$ cat src/rtl/ack_bus_pkg.sv
`default_nettype none
// ============================================================================
// Module      : ack_bus_pkg
// Description : Shared definitions for the ACK bus: the fixed source IDs,
//               the requester FSM state encoding and the gap counter width.
// Revision    : 1.0 - initial release
// ============================================================================
package ack_bus_pkg;

  // Fixed ACK bus source IDs; lower value wins arbitration.
  localparam logic [1:0] ID_MEM  = 2'b00;
  localparam logic [1:0] ID_SHA  = 2'b01;
  localparam logic [1:0] ID_AES  = 2'b10;
  localparam logic [1:0] ID_CTRL = 2'b11;

  // Requester FSM encoding
  typedef enum logic [1:0] {
    ST_IDLE = 2'd0,
    ST_REQ  = 2'd1,
    ST_GAP  = 2'd2
  } client_state_t;

  // Width of the post-grant back-off counter (GAP_CYCLES up to 15)
  localparam int GAP_W = 4;

endpackage
`default_nettype wire

$ cat src/rtl/ack_client_pending_ctr.sv
`default_nettype none
// ============================================================================
// Module      : ack_client_pending_ctr
// Description : Saturating up/down counter of ACKs owed to the ACK bus.
//               An increment at full scale is dropped and latches the sticky
//               overflow flag; a simultaneous increment and decrement cancel.
// Ports       : clk, rst (async, active high)
//               inc      - add one queued ACK
//               dec      - retire one queued ACK
//               cnt      - current queued ACK count
//               overflow - sticky, an increment was dropped at full scale
// Revision    : 1.0 - initial release
// ============================================================================
module ack_client_pending_ctr #(
  parameter int PEND_W = 2
) (
  input  logic              clk,
  input  logic              rst,
  input  logic              inc,
  input  logic              dec,
  output logic [PEND_W-1:0] cnt,
  output logic              overflow
);

  localparam logic [PEND_W-1:0] c_max_cnt = '1;

  logic [PEND_W-1:0] r_cnt;
  logic              r_overflow;

  always_ff @(posedge clk or posedge rst) begin
    if (rst) begin
      r_cnt      <= '0;
      r_overflow <= 1'b0;
    end else begin
      case ({inc, dec})
        2'b10: begin
          if (r_cnt == c_max_cnt) r_overflow <= 1'b1;
          else                    r_cnt      <= r_cnt + 1'b1;
        end
        2'b01: begin
          // Never wraps below zero even if a stray decrement arrives
          if (r_cnt != '0) r_cnt <= r_cnt - 1'b1;
        end
        default: ;
      endcase
    end
  end

  assign cnt      = r_cnt;
  assign overflow = r_overflow;

endmodule
`default_nettype wire

$ cat src/rtl/ack_bus_client.sv
`default_nettype none
// ============================================================================
// Module      : ack_bus_client
// Description : Per-source requester for the shared ACK bus. Queues the
//               source's completion events, requests the bus until granted,
//               retires one ACK per grant and then backs off GAP_CYCLES
//               cycles so lower-priority sources can win.
// Config      : define ACK_CLIENT_TIMEOUT_EN to enable starvation detection
//               (sticky 'starved' after TIMEOUT ungranted REQ cycles);
//               otherwise 'starved' is tied low.
// Ports       : clk, rst (async, active high)
//               done_pulse       - source finished a transaction owing an ACK
//               ack_ready        - arbiter grant line for this source
//               ack_event        - arbiter broadcast: a grant is issued
//               winner_source_id - arbiter broadcast winner ID
//               req              - request to the ACK bus
//               ack_sent         - one-cycle pulse, one pending ACK retired
//               pending_cnt      - queued ACKs not yet granted
//               overflow         - sticky, done_pulse dropped at full count
//               proto_err        - sticky, inconsistent grant observed
//               starved          - sticky, request timed out
// Revision    : 1.0 - initial release
// ============================================================================
module ack_bus_client
  import ack_bus_pkg::*;
#(
  parameter logic [1:0] SOURCE_ID  = 2'b00,
  parameter int         PEND_W     = 2,
  parameter int         GAP_CYCLES = 1,
  parameter int         TIMEOUT    = 64
) (
  input  logic              clk,
  input  logic              rst,
  input  logic              done_pulse,
  input  logic              ack_ready,
  input  logic              ack_event,
  input  logic [1:0]        winner_source_id,
  output logic              req,
  output logic              ack_sent,
  output logic [PEND_W-1:0] pending_cnt,
  output logic              overflow,
  output logic              proto_err,
  output logic              starved
);

  // Elaboration-time parameter sanity checks
  if ((GAP_CYCLES < 1) || (GAP_CYCLES > 15)) begin : g_chk_gap
    $error("ack_bus_client: GAP_CYCLES must be in 1..15");
  end
  if (TIMEOUT < 1) begin : g_chk_timeout
    $error("ack_bus_client: TIMEOUT must be at least 1");
  end

  localparam logic [GAP_W-1:0] c_gap_load = GAP_W'(GAP_CYCLES - 1);

  client_state_t     r_state;
  logic [GAP_W-1:0]  r_gap_cnt;
  logic              r_ack_sent;
  logic              r_proto_err;

  logic              w_req;
  logic              w_grant;
  logic              w_proto_bad;
  logic              w_pending_after;
  logic [PEND_W-1:0] w_pend_cnt;
  logic              w_overflow;

  assign w_req   = (r_state == ST_REQ);
  assign w_grant = w_req & ack_ready & ack_event & (winner_source_id == SOURCE_ID);

  // Any asserted grant line that does not form a clean grant is a protocol
  // fault; such a cycle never satisfies w_grant.
  assign w_proto_bad = ack_ready & (~w_req | ~ack_event | (winner_source_id != SOURCE_ID));

  // Count as it will be after this edge. No grant can occur outside REQ, so
  // in GAP only a new done_pulse can change it (and never to zero).
  assign w_pending_after = (w_pend_cnt != '0) | done_pulse;

  ack_client_pending_ctr #(
    .PEND_W (PEND_W)
  ) u_pending_ctr (
    .clk      (clk),
    .rst      (rst),
    .inc      (done_pulse),
    .dec      (w_grant),
    .cnt      (w_pend_cnt),
    .overflow (w_overflow)
  );

  always_ff @(posedge clk or posedge rst) begin
    if (rst) begin
      r_state     <= ST_IDLE;
      r_gap_cnt   <= '0;
      r_ack_sent  <= 1'b0;
      r_proto_err <= 1'b0;
    end else begin
      r_ack_sent <= w_grant;
      if (w_proto_bad) r_proto_err <= 1'b1;

      case (r_state)
        ST_IDLE: begin
          if (w_pend_cnt != '0) r_state <= ST_REQ;
        end
        ST_REQ: begin
          if (w_grant) begin
            r_state   <= ST_GAP;
            r_gap_cnt <= c_gap_load;
          end
        end
        ST_GAP: begin
          if (r_gap_cnt == '0) r_state <= w_pending_after ? ST_REQ : ST_IDLE;
          else                 r_gap_cnt <= r_gap_cnt - 1'b1;
        end
        default: r_state <= ST_IDLE;
      endcase
    end
  end

`ifdef ACK_CLIENT_TIMEOUT_EN
  localparam int                  c_wait_w  = $clog2(TIMEOUT + 1);
  localparam logic [c_wait_w-1:0] c_timeout = c_wait_w'(TIMEOUT);

  logic [c_wait_w-1:0] r_wait_cnt;
  logic                r_starved;

  // Held at zero outside REQ so each REQ entry starts a fresh wait; saturates
  // at TIMEOUT while the request keeps waiting.
  always_ff @(posedge clk or posedge rst) begin
    if (rst) begin
      r_wait_cnt <= '0;
      r_starved  <= 1'b0;
    end else if (r_state != ST_REQ) begin
      r_wait_cnt <= '0;
    end else if (!w_grant && (r_wait_cnt != c_timeout)) begin
      r_wait_cnt <= r_wait_cnt + 1'b1;
      if (r_wait_cnt == c_timeout - 1'b1) r_starved <= 1'b1;
    end
  end

  assign starved = r_starved;
`else
  assign starved = 1'b0;
`endif

  assign req         = w_req;
  assign ack_sent    = r_ack_sent;
  assign pending_cnt = w_pend_cnt;
  assign overflow    = w_overflow;
  assign proto_err   = r_proto_err;

endmodule
`default_nettype wire

$ cat config.mk
export PLATFORM = sky130hd
export DESIGN_NAME = ack_bus_client
export DESIGN_NICKNAME = d
export VERILOG_FILES = /design/src/rtl/ack_bus_pkg.sv /design/src/rtl/ack_client_pending_ctr.sv /design/src/rtl/ack_bus_client.sv
export SDC_FILE = /design/constraint.sdc
export NUM_CORES = 1
export LEC_CHECK = 0
export ABC_AREA = 0
export BUFFER_PORTS_ARGS = -buffer_cell sky130_fd_sc_hd__buf_2
export CAP_MARGIN = 20
export CELL_PAD_IN_SITES_DETAIL_PLACEMENT = 0
export CELL_PAD_IN_SITES_GLOBAL_PLACEMENT = 1
export CORE_UTILIZATION = 41
export CTS_CLUSTER_DIAMETER = 120
export DETAILED_ROUTE_END_ITERATION = 10
export PLACE_DENSITY = 0.82
export SYNTH_ARGS = -nofsm -noshare
export SYNTH_HDL_FRONTEND = slang
export SYNTH_SLANG_ARGS = --single-unit
$ cat constraint.sdc
create_clock -name clk -period 3.4 [get_ports clk]
set_input_delay 0.68 -clock clk [delete_from_list [all_inputs] [get_ports clk]]
set_output_delay 0.68 -clock clk [all_outputs]
set_load 0.02 [all_outputs]
==> results.md <==
- Post-Syn Nets: 62
- Worst hold path type: input port to async pin
- Main synth FF type: dfrtp_1
- Worst setup EP type: output port
- Share of layout cells above drive strength 1: 32.4%
- Delay-heaviest family, CP: flip-flops
- Worst setup SP type: flop
- Initial antenna violation count: 0
- Synth area leader: dfrtp_1
- Worst R2R End: r_gap_cnt[0]
- Number of I/O port buffers: 12
- Final Cell Area: 681 sq um
- Clock Skew: 0.00279 ns
- FILL cells: 128
- Initial Util: 44.3%
- R2R Path Start: r_gap_cnt[0]
- Final period utilization: 50.7%
- Ranking of synthesized cells by area: dfrtp_1 (47%), mux2i_1 (8.6%), ha_1 (4.3%)
- Clock sink count: 11
- R2R Setup Slk: 2.02 ns
- Fin nets: 78
- Critical path fanouts, max: 4
- Largest stage delay on the critical path: 0.42 ns
- M1 GR Usage: 18.1%
- Post-synth EDFFs: 0
- Grt met2 use: between 20% and 30%
- Met3 Resource Use GR: 5.11%
- Area after DPL: 654 sq um
- Pin count of the biggest net entering global routing: 12
- First-pass DRT Iterations: 3
- Setup TNS: 0 ns
- Max clock buf depth: 2
- Final setup fails: 0
- Async S/R FF share, synth: 100%
- Worst-path clk slew: 0.07 ns
- Cell variety after synth: 25
- Final WS setup: 1.68 ns
- Worst Path Arrival: 1.04 ns
- Cell total after placement: approximately 80
- Syn Area/Cell: 11.0 sq um
- Syn. warnings: 0
- DP Wirelength: ~700 microns
- Start point of the critical path: r_state[1]
- Seq. cell area: 275 sq um
- Area of the die: 0.00158 sq mm
- Routed wire length: 886 microns
- CTS tree: yes
- Tmin final: 1.72 ns
- Crit path kind: flop to output port
- Core Area: 0.00132 sq mm
- Unrepaired setup endpoints after global routing: no
- Pleak: 0.326 nW
- Setup bufs post-CTS: 0
- CTS Buf Count: 3
- Synthesized area: 583 sq um
- Fin. max-slew vios: 0
- # IOs: 14
- Cts repair resizes: 0
- Vias per cell: about 4.8
- CP required: 2.72 ns
- DIE WIDTH: around 40 microns
- Most instantiated cells after synthesis: dfrtp_1 (11), inv_1 (5), mux2i_1 (5)
- # hold bufs at CTS: 0
- Detail Route Antenna Nets: 0
- Peak VDD IR: around 210 uV
- Residual DRC: 0
- Utilization after layout: 51.7%
- Fmax: 580 MHz
- Slowest stage cell, crit path: dfrtp_1
- Layout area overhead: 16.7%
- Non-filler instance count after layout: 83
- Sequential-to-total area share from yosys stat: about 47%
- Gpl congestion: 0.661
- First-pass GRT wire length: approximately 1400 microns
- Root Driver: clkbuf_4
- Total grt overflow: 0
- Synth Instances: 53
- Layer with the highest usage: met2
- Max-cap violations: 0
- Cell-by-cell trace of the critical path: nor2b_4 -> buf_2
- Pre-CTS setup slack: ~1.7 ns
- Tot GR Track Use: between 10% and 20%
- Routed via count: 397
- Share of the synthesized area in the top cell type: 47.2%
- Row count: 13
- DR iter-0 viols: 6
- Most common cell in the netlist: dfrtp_1
- Critical path buffer and inverter count: 1
- Total power density per cell area: around 540 mW/mm^2
- Final hold viol count: 0
- Status: completed
- Footprint of the multi-input gates: around 280 sq um
- Die Y: 39.7 microns
- Avg WL per Cell: between 10 and 15 microns
- Synthesized flop and latch total: 11
- CTS H-Tree Depth: 1
- Antenna Cells: 0
- Clk_lat worst skew: 0.26 ns
- Number of global-route vias before repair: 359
- FF-to-FF path depth: 5
## layout make-up
type	instances	area share, %
flip-flops and latches	11	40.4
multi-input cells	35	40.4
repair buffers	12	8.82
clock buffers	4	3.86
inverters	6	3.68
well taps	15	2.76
## power breakdown
part / total [mW] / internal [mW] / switching, mW
registers: 0.175 / 0.154 / 0.0210
logic: 0.104 / 0.0436 / 0.0607
clock network: 0.0847 / 0.0453 / 0.0394
total: 0.364 / 0.243 / 0.121
## per-stage QoR
step | hold slack [ns] | total power [mW]
final | 0.397 | 0.364
after global placement | 0.443 | 0.283
after detailed placement | 0.444 | 0.282
after floorplan | 0.448 | 0.256
after CTS | 0.401 | 0.370
after global routing | 0.434 | 0.392
## cell families after synthesis
logic type | share of synthesized area [%]
buf+inv | 5.58
compound gates | 12.2
other cells | 0.643
fa+ha+maj | 4.29
mux | 11.2
simple gates | 18.9
flops | 47.2
## routing by layer
metal / wire (microns) / vias to the layer above
met5: 0 / -
met4: 5 / 0
met3: 28 / 2
met2: 396 / 5
met1: 456 / 179
li1: - / 211
## state kept, by name (all words and copies together), names as in the netlist
register	flops
r_gap_cnt	4
r_state	2
u_pending_ctr.cnt	2
ack_sent	1
proto_err	1
u_pending_ctr.overflow	1
## worst max path at each step
| stage | endpoint | slack (ns) | cells past startpoint |
|---|---|---|---|
| 2_1_floorplan | r_gap_cnt[0] | 1.84 | 5 |
| 3_3_place_gp | r_gap_cnt[0] | 1.69 | 6 |
| 3_5_place_dp | r_gap_cnt[0] | 1.67 | 6 |
| 4_1_cts | req | 1.66 | 2 |
| 5_1_grt | req | 1.61 | 2 |
| 6_report | req | 1.68 | 2 |
## cell usage in the layout, fill, tap and decap left out, types with 2 or more instances in the layout
cell type  Yosys  final
buf_2          0     12
dfrtp_1       11     11
inv_1          5      5
mux2i_1        5      5
nor2_1         4      4
nand2_1        3      3
clkbuf_4       0      3
nand2b_1       2      2
nor2_2         2      2
o31ai_1        2      2
a21oi_1        2      2
ha_1           2      2
Power figures use the tool's default switching activity.
